**src/rtl/pipelined_add_sub.sv**
```systemverilog
// Pipelined WIDTH-bit adder/subtractor split into STAGES chunks, with carry/ovf/zero/neg flags.
// Define ADDSUB_SAT_EN to add the in_sat port for signed saturation on overflow.
module pipelined_add_sub #(
    parameter int WIDTH  = 64,
    parameter int STAGES = 4
) (
    input  logic             clk,
    input  logic             rst_n,
    input  logic             in_valid,
    output logic             in_ready,
    input  logic [WIDTH-1:0] in_a,
    input  logic [WIDTH-1:0] in_b,
    input  logic             in_cin,
    input  logic             in_sub,
`ifdef ADDSUB_SAT_EN
    input  logic             in_sat,
`endif
    output logic             out_valid,
    input  logic             out_ready,
    output logic [WIDTH-1:0] out_sum,
    output logic             out_carry,
    output logic             out_ovf,
    output logic             out_zero,
    output logic             out_neg
);

    localparam int CW   = WIDTH / STAGES;
    localparam int LAST = STAGES - 1;

    if ((WIDTH % STAGES) != 0) begin : g_badParams
        $error("pipelined_add_sub: WIDTH must be a multiple of STAGES");
    end

    logic             r_valid [STAGES];
    logic [WIDTH-1:0] r_a     [STAGES];
    logic [WIDTH-1:0] r_b     [STAGES];
    logic [WIDTH-1:0] r_sum   [STAGES];
    logic             r_carry [STAGES];
    logic             r_zero  [STAGES];
    logic             r_ovf;
`ifdef ADDSUB_SAT_EN
    logic             r_sat   [STAGES];
    logic             w_satIn [STAGES];
`endif

    logic             w_vIn     [STAGES];
    logic [WIDTH-1:0] w_aIn     [STAGES];
    logic [WIDTH-1:0] w_bIn     [STAGES];
    logic [WIDTH-1:0] w_sumIn   [STAGES];
    logic             w_cIn     [STAGES];
    logic             w_zeroIn  [STAGES];
    logic [CW:0]      w_chunk   [STAGES];
    logic [WIDTH-1:0] w_sumNext [STAGES];
    logic             w_zeroNext[STAGES];
    logic             w_msbCin;
    logic             w_ovf;
    logic [WIDTH-1:0] w_sumFinal;
    logic             w_zeroFinal;
    logic             w_advance;

    assign w_advance = !r_valid[LAST] || out_ready;
    assign in_ready  = w_advance;

    // Stage 0 takes the fresh operands (B inverted, carry forced for subtract);
    // later stages take the skewed operands and partial sum from the previous register.
    always_comb begin
        w_vIn[0]    = in_valid;
        w_aIn[0]    = in_a;
        w_bIn[0]    = in_sub ? ~in_b : in_b;
        w_cIn[0]    = in_sub ? 1'b1 : in_cin;
        w_sumIn[0]  = '0;
        w_zeroIn[0] = 1'b1;
`ifdef ADDSUB_SAT_EN
        w_satIn[0]  = in_sat;
`endif
        for (int k = 1; k < STAGES; k++) begin
            w_vIn[k]    = r_valid[k-1];
            w_aIn[k]    = r_a[k-1];
            w_bIn[k]    = r_b[k-1];
            w_cIn[k]    = r_carry[k-1];
            w_sumIn[k]  = r_sum[k-1];
            w_zeroIn[k] = r_zero[k-1];
`ifdef ADDSUB_SAT_EN
            w_satIn[k]  = r_sat[k-1];
`endif
        end
        for (int k = 0; k < STAGES; k++) begin
            w_chunk[k] = {1'b0, w_aIn[k][k*CW +: CW]} + {1'b0, w_bIn[k][k*CW +: CW]}
                       + {{CW{1'b0}}, w_cIn[k]};
            w_sumNext[k] = w_sumIn[k];
            w_sumNext[k][k*CW +: CW] = w_chunk[k][CW-1:0];
            w_zeroNext[k] = w_zeroIn[k] && (w_chunk[k][CW-1:0] == '0);
        end
    end

    // Carry into the MSB is recovered from the MSB sum bit and its operand bits.
    always_comb begin
        w_msbCin    = w_sumNext[LAST][WIDTH-1] ^ w_aIn[LAST][WIDTH-1] ^ w_bIn[LAST][WIDTH-1];
        w_ovf       = w_chunk[LAST][CW] ^ w_msbCin;
        w_sumFinal  = w_sumNext[LAST];
        w_zeroFinal = w_zeroNext[LAST];
`ifdef ADDSUB_SAT_EN
        if (w_satIn[LAST] && w_ovf) begin
            w_sumFinal  = {w_aIn[LAST][WIDTH-1], {(WIDTH-1){~w_aIn[LAST][WIDTH-1]}}};
            w_zeroFinal = 1'b0;
        end
`endif
    end

    always_ff @(posedge clk) begin
        if (!rst_n) begin
            for (int k = 0; k < STAGES; k++) begin
                r_valid[k] <= 1'b0;
            end
        end else if (w_advance) begin
            for (int k = 0; k < STAGES; k++) begin
                r_valid[k] <= w_vIn[k];
                r_a[k]     <= w_aIn[k];
                r_b[k]     <= w_bIn[k];
                r_carry[k] <= w_chunk[k][CW];
                r_sum[k]   <= (k == LAST) ? w_sumFinal : w_sumNext[k];
                r_zero[k]  <= (k == LAST) ? w_zeroFinal : w_zeroNext[k];
`ifdef ADDSUB_SAT_EN
                r_sat[k]   <= w_satIn[k];
`endif
            end
            r_ovf <= w_ovf;
        end
    end

    // Data registers are not reset, so outputs are masked until a valid result lands.
    assign out_valid = r_valid[LAST];
    assign out_sum   = out_valid ? r_sum[LAST] : '0;
    assign out_carry = out_valid && r_carry[LAST];
    assign out_ovf   = out_valid && r_ovf;
    assign out_zero  = out_valid && r_zero[LAST];
    assign out_neg   = out_valid && r_sum[LAST][WIDTH-1];

endmodule

```
**config.mk**
```make
export PLATFORM = sky130hd
export DESIGN_NAME = pipelined_add_sub
export DESIGN_NICKNAME = d
export VERILOG_FILES = /design/src/rtl/pipelined_add_sub.sv
export SDC_FILE = /design/constraint.sdc
export NUM_CORES = 1
export LEC_CHECK = 0
export BUFFER_PORTS_ARGS = -buffer_cell sky130_fd_sc_hd__buf_4
export CAP_MARGIN = 25
export CORE_ASPECT_RATIO = 0.75
export CORE_UTILIZATION = 60
export DETAILED_ROUTE_END_ITERATION = 8
export GPL_TIMING_DRIVEN = 0
export PLACE_DENSITY = 0.83
export SETUP_SLACK_MARGIN = 0.15
export SLEW_MARGIN = 20
export SYNTH_ARGS = -nofsm -noshare
export SYNTH_HDL_FRONTEND = slang
export SYNTH_SLANG_ARGS = --single-unit
```
**constraint.sdc**
```tcl
create_clock -name clk -period 24 [get_ports clk]
set_input_delay 2.4 -clock clk [delete_from_list [all_inputs] [get_ports clk]]
set_output_delay 2.4 -clock clk [all_outputs]
set_load 0.01 [all_outputs]
```
# Yosys cells after proc, flatten, opt, wreduce, memory -nomap -nowiden
# Memory sizes are Yosys's and may differ from the RTL's.
# Cells that the tools add are included.
dict set report word_totals {
  n_memories 6
  romBits 0
  latchBits 0
  ramBits 780
  register_bits 1
  output_inout_bits 70
  elab_cells 48
  inputBits 134
}
# name depth word_bits read_ports rd_clocked_by_memory_dff write_ports line_no
set memory_table {}
lappend memory_table {r_a 4 64 3 0 4 35} ;# logic [WIDTH-1:0] r_a [STAGES];
lappend memory_table {r_b 4 64 3 0 4 36} ;# logic [WIDTH-1:0] r_b [STAGES];
lappend memory_table {r_sum 4 64 4 0 4 37} ;# logic [WIDTH-1:0] r_sum [STAGES];
lappend memory_table {r_carry 4 1 4 0 4 38} ;# logic r_carry [STAGES];
lappend memory_table {r_valid 4 1 4 0 4 34} ;# logic r_valid [STAGES];
lappend memory_table {r_zero 4 1 4 0 4 39} ;# logic r_zero [STAGES];
dict set report op_classes {
  n_mul 0
  n_eq_ne 0
  n_bitwise 8
  n_mux 11
  n_shift 0
  n_div 0
  n_addsub 8
  n_reduce_logical 14
  n_lt_le_gt_ge 0
}
# op count
set op_table {}
lappend op_table {{$mux W64} 2}
lappend op_table {{$add A16 B16 Y17} 4}
lappend op_table {{$add A17 B1 Y17} 4}
lappend op_table {{$logic_not A16 Y1} 4}
lappend op_table {{$not A64 Y64} 1}
lappend op_table {{$mux W1} 9}
lappend op_table {{$logic_and A1 B1 Y1} 7}
lappend op_table {{$or A1 B1 Y1} 4}
lappend op_table {{$xor A1 B1 Y1} 3}
lappend op_table {{$reduce_and A2 Y1} 1}
lappend op_table {{$logic_not A1 Y1} 1}
lappend op_table {{$logic_or A1 B1 Y1} 1}

# Longest topological paths before layout
# An unclocked memory read counts as a cell.
dict set report logic_depth {
  ltp_word 7
  mapped_depth 13
  depth_no_buf 11
}

# Least setup slack after synthesis
# No wires, ideal clock.
dict set report synth_path {
  path_type {input to register}
  startpoint {input port out_ready}
  endpoint {memory r_a[0][16], enable pin}
  path_slack_ns 12.237
  setup_time_ns 0.768
  arrival_ns 10.995
  path_stages 3
  path_cell_list {nand2b_1 -> clkbuf_1 -> and2_1}
}
# item line_no
set synth_rtl {}
lappend synth_rtl {{from (decl)} 19} ;# input logic out_ready,
lappend synth_rtl {{to (decl)} 35}

==> out/metrics.yaml <==
sta:
  worst_slack_ns: 16.94
  drv_slew: 0
  grt_setup_unrepaired: "false"
  maxClockFrequency_ghz: 0.142
  hold_viol: 0
  period_share: 0.294
  tightest_slew_ns: 0.906
  tns_ns: 0
  relSlewSlack: 0.390
  finClkSkew_ns: 0.0132
  finalSetupViolations: 0
  period_needed_ns: 7.06
setup_path:
  critPathRequiredTime_ns: 24.17
  max_stage_delay_ns: 0.70
  critPathBufInv: 2
  path_cells: "clkbuf_1 -> buf_1 -> nor2_1 -> fa_1 -> fa_1 -> nor2b_1 -> o31a_1 -> o21ai_0 -> a21boi_0 -> o221ai_1 -> or4_1 -> or4_1 -> nor4_1"
  cp_max_fo: 10
  critPathTopFamily: "simple AND/OR/NAND/NOR gates"
  crit_slowest_cell: "nor4_1"
  cp-start-kind: "input pin"
  critPathKind: "in -> reg"
  crit_arrival_ns: 7.23
  crit_path_end_kind: "flip-flop"
clock_network:
  htreeDepth: 2
  hold_buffers: 0
  cts-buffers-inserted: 35
  clk_latency_ns: 0.50
  cts_root_buf: "clkbuf_16"
  clkSlewWorstSetupHoldPaths_ns: 0.06
  clk_path_buf_depth: 3
  cts_resized: 0
  cts_setup_buffers: 0
  cts.sinks: 365
  cts_tree: "done"
synthesis:
  ys_seq_area_frac: 0.725
  synth_cells: 924
  syn-cell-area_sq_mm: 0.0151
  synth_area_leader_cell: "edfxtp_1"
  synth.top_cell.area_share: 0.721
  synthArstFlopShare: 0
  synth_fp_nets: 1126
  synth_seq_cells: 365
  yosys_warnings: 0
  synth_edf_count: 362
  yosysUniqueCellTypes: 67
  syn_area_per_cell_sq_um: 16.3
  synthTopCellsByArea: "edfxtp_1, ha_1, xor2_1"
  ys.flop_type: "edfxtp_1"
drt:
  vias_per_cell: 5.37
  first_pass_iters: 7
  wl_per_cell_um: 16.9
  drc: 0
  routed_wl_um: 25700
  vias: 8190
  detail-route-antenna-nets: 0
  drt_iter0_markers: 546
placed_design:
  place_area_sq_mm: 0.0172
  port_buffers: 202
  globalplace.congestion: 0.859
  dp_hpwl_um: 18200
  place_ws_ns: 16.48
global_routing:
  grt_use_total: 0.203
  grt_overflow_total: 0
  grt_max_degree: 65
  grt_pass1_vias: 7817
  grt_pass1_wl_um: 39700
  antenna_found_initial: 0
min_path:
  min_path_type: "reg -> reg"
outcome:
  status: "complete, no violations"
cells_and_area:
  utilization: 0.751
  antenna_cells: 0
  area_growth_syn_to_layout_pct: 21.3
  drive_above_1_share: 0.226
  regArea_sq_mm: 0.0109
  fill_cells: 1431
  multi_input_area_sq_mm: 0.00401
  fin_nets: 1371
  final_common_cell: "edfxtp_1"
  fin_area_sq_mm: 0.0183
  final_cell_mix: "edfxtp_1, buf_4, xor2_1"
floorplanning:
  die_x_um: 185
  dieArea_sq_mm: 0.0258
  start_util: 0.619
  io-pin-count: 204
  rows: 49
  die_y_um: 139
  core_area_sq_mm: 0.0243
power_and_ir_drop:
  p_per_area_mw_per_mm2: 81.8
  max-vdd-ir-drop_v: 0.0000556
  p_leak_nw: 7.09
run:
  cap_violations: 0
[kinds of logic after synthesis]
kind of cell / share of synthesized area
adders and majority gates: 0.0604
and+or+nand+nor: 0.0766
muxes: 0.00266
DFF: 0.725
buffers and inverters: 0.00921
xor gates and xnor gates: 0.0639
AOI/OAI and AO/OA: 0.0621
[flip-flops by register name (all words and copies together), names as in the netlist]
name,count
r_sum,160
r_a,96
r_b,96
r_carry,4
r_valid,4
r_zero,4
r_ovf,1
[power by group]
part | internal (mW) | leakage, nW | switching [mW] | total [mW]
Clock | 0.314 | 0.540 | 0.219 | 0.533
Combinational | 0.0726 | 2.99 | 0.0932 | 0.166
Sequential | 0.779 | 3.56 | 0.0172 | 0.797
[worst paths after layout]
path | start | slack (ns) | depth (start not counted) | to
min reg2reg | r_b[1][49] | 0.41 | 0 | r_b[2][49]
max | in_sub | 16.94 | 13 | r_zero[0]
max reg2reg | r_b[1][32] | 20.17 | 10 | r_zero[2]
min | r_b[1][49] | 0.41 | 0 | r_b[2][49]
[cell usage after synthesis (4+ instances only)]
cell type  instances
nand3_1            6
nor4_1             5
and2_1            69
and3_1             6
o21a_1             7
clkbuf_1          10
o21ai_0           27
nand2b_1           6
xnor2_1           30
or4_1              4
a21oi_1           36
nor2b_1           10
fa_1               8
o21bai_1           5
a211oi_1           7
ha_1              60
mux2i_1            4
edfxtp_1         362
xor2_1            80
nor3_1            17
nor2_1            33
inv_1             20
buf_1              5
a31oi_1            4
nand2_1           21
a21o_1            19
[layer usage]
metal	up-vias	part of all wire	global-route usage
li1	4001	-	-
met1	3847	0.43	0.270
met2	285	0.48	0.338
met3	57	0.054	0.0385
met4	0	0.027	0.0670
met5	-	0	0
[through the flow]
step,cells,hold WS (ns),power [mW]
floorplan,924,0.400,0.924
detailed placement,1463,0.405,0.973
global placement,1457,0.400,0.973
global route,1526,0.420,1.55
finish,1526,0.409,1.50
CTS,1526,0.415,1.51
[cell type report]
cell class,count,area share
plain buffers,16,0.00349
clock buffers,42,0.0516
clock inverters,21,0.0103
inverters,20,0.00410
multi-input cells,523,0.219
flip-flops and latches,365,0.598
well taps,331,0.0226
repair buffers,208,0.0911
(Power assumes the default switching activity.)
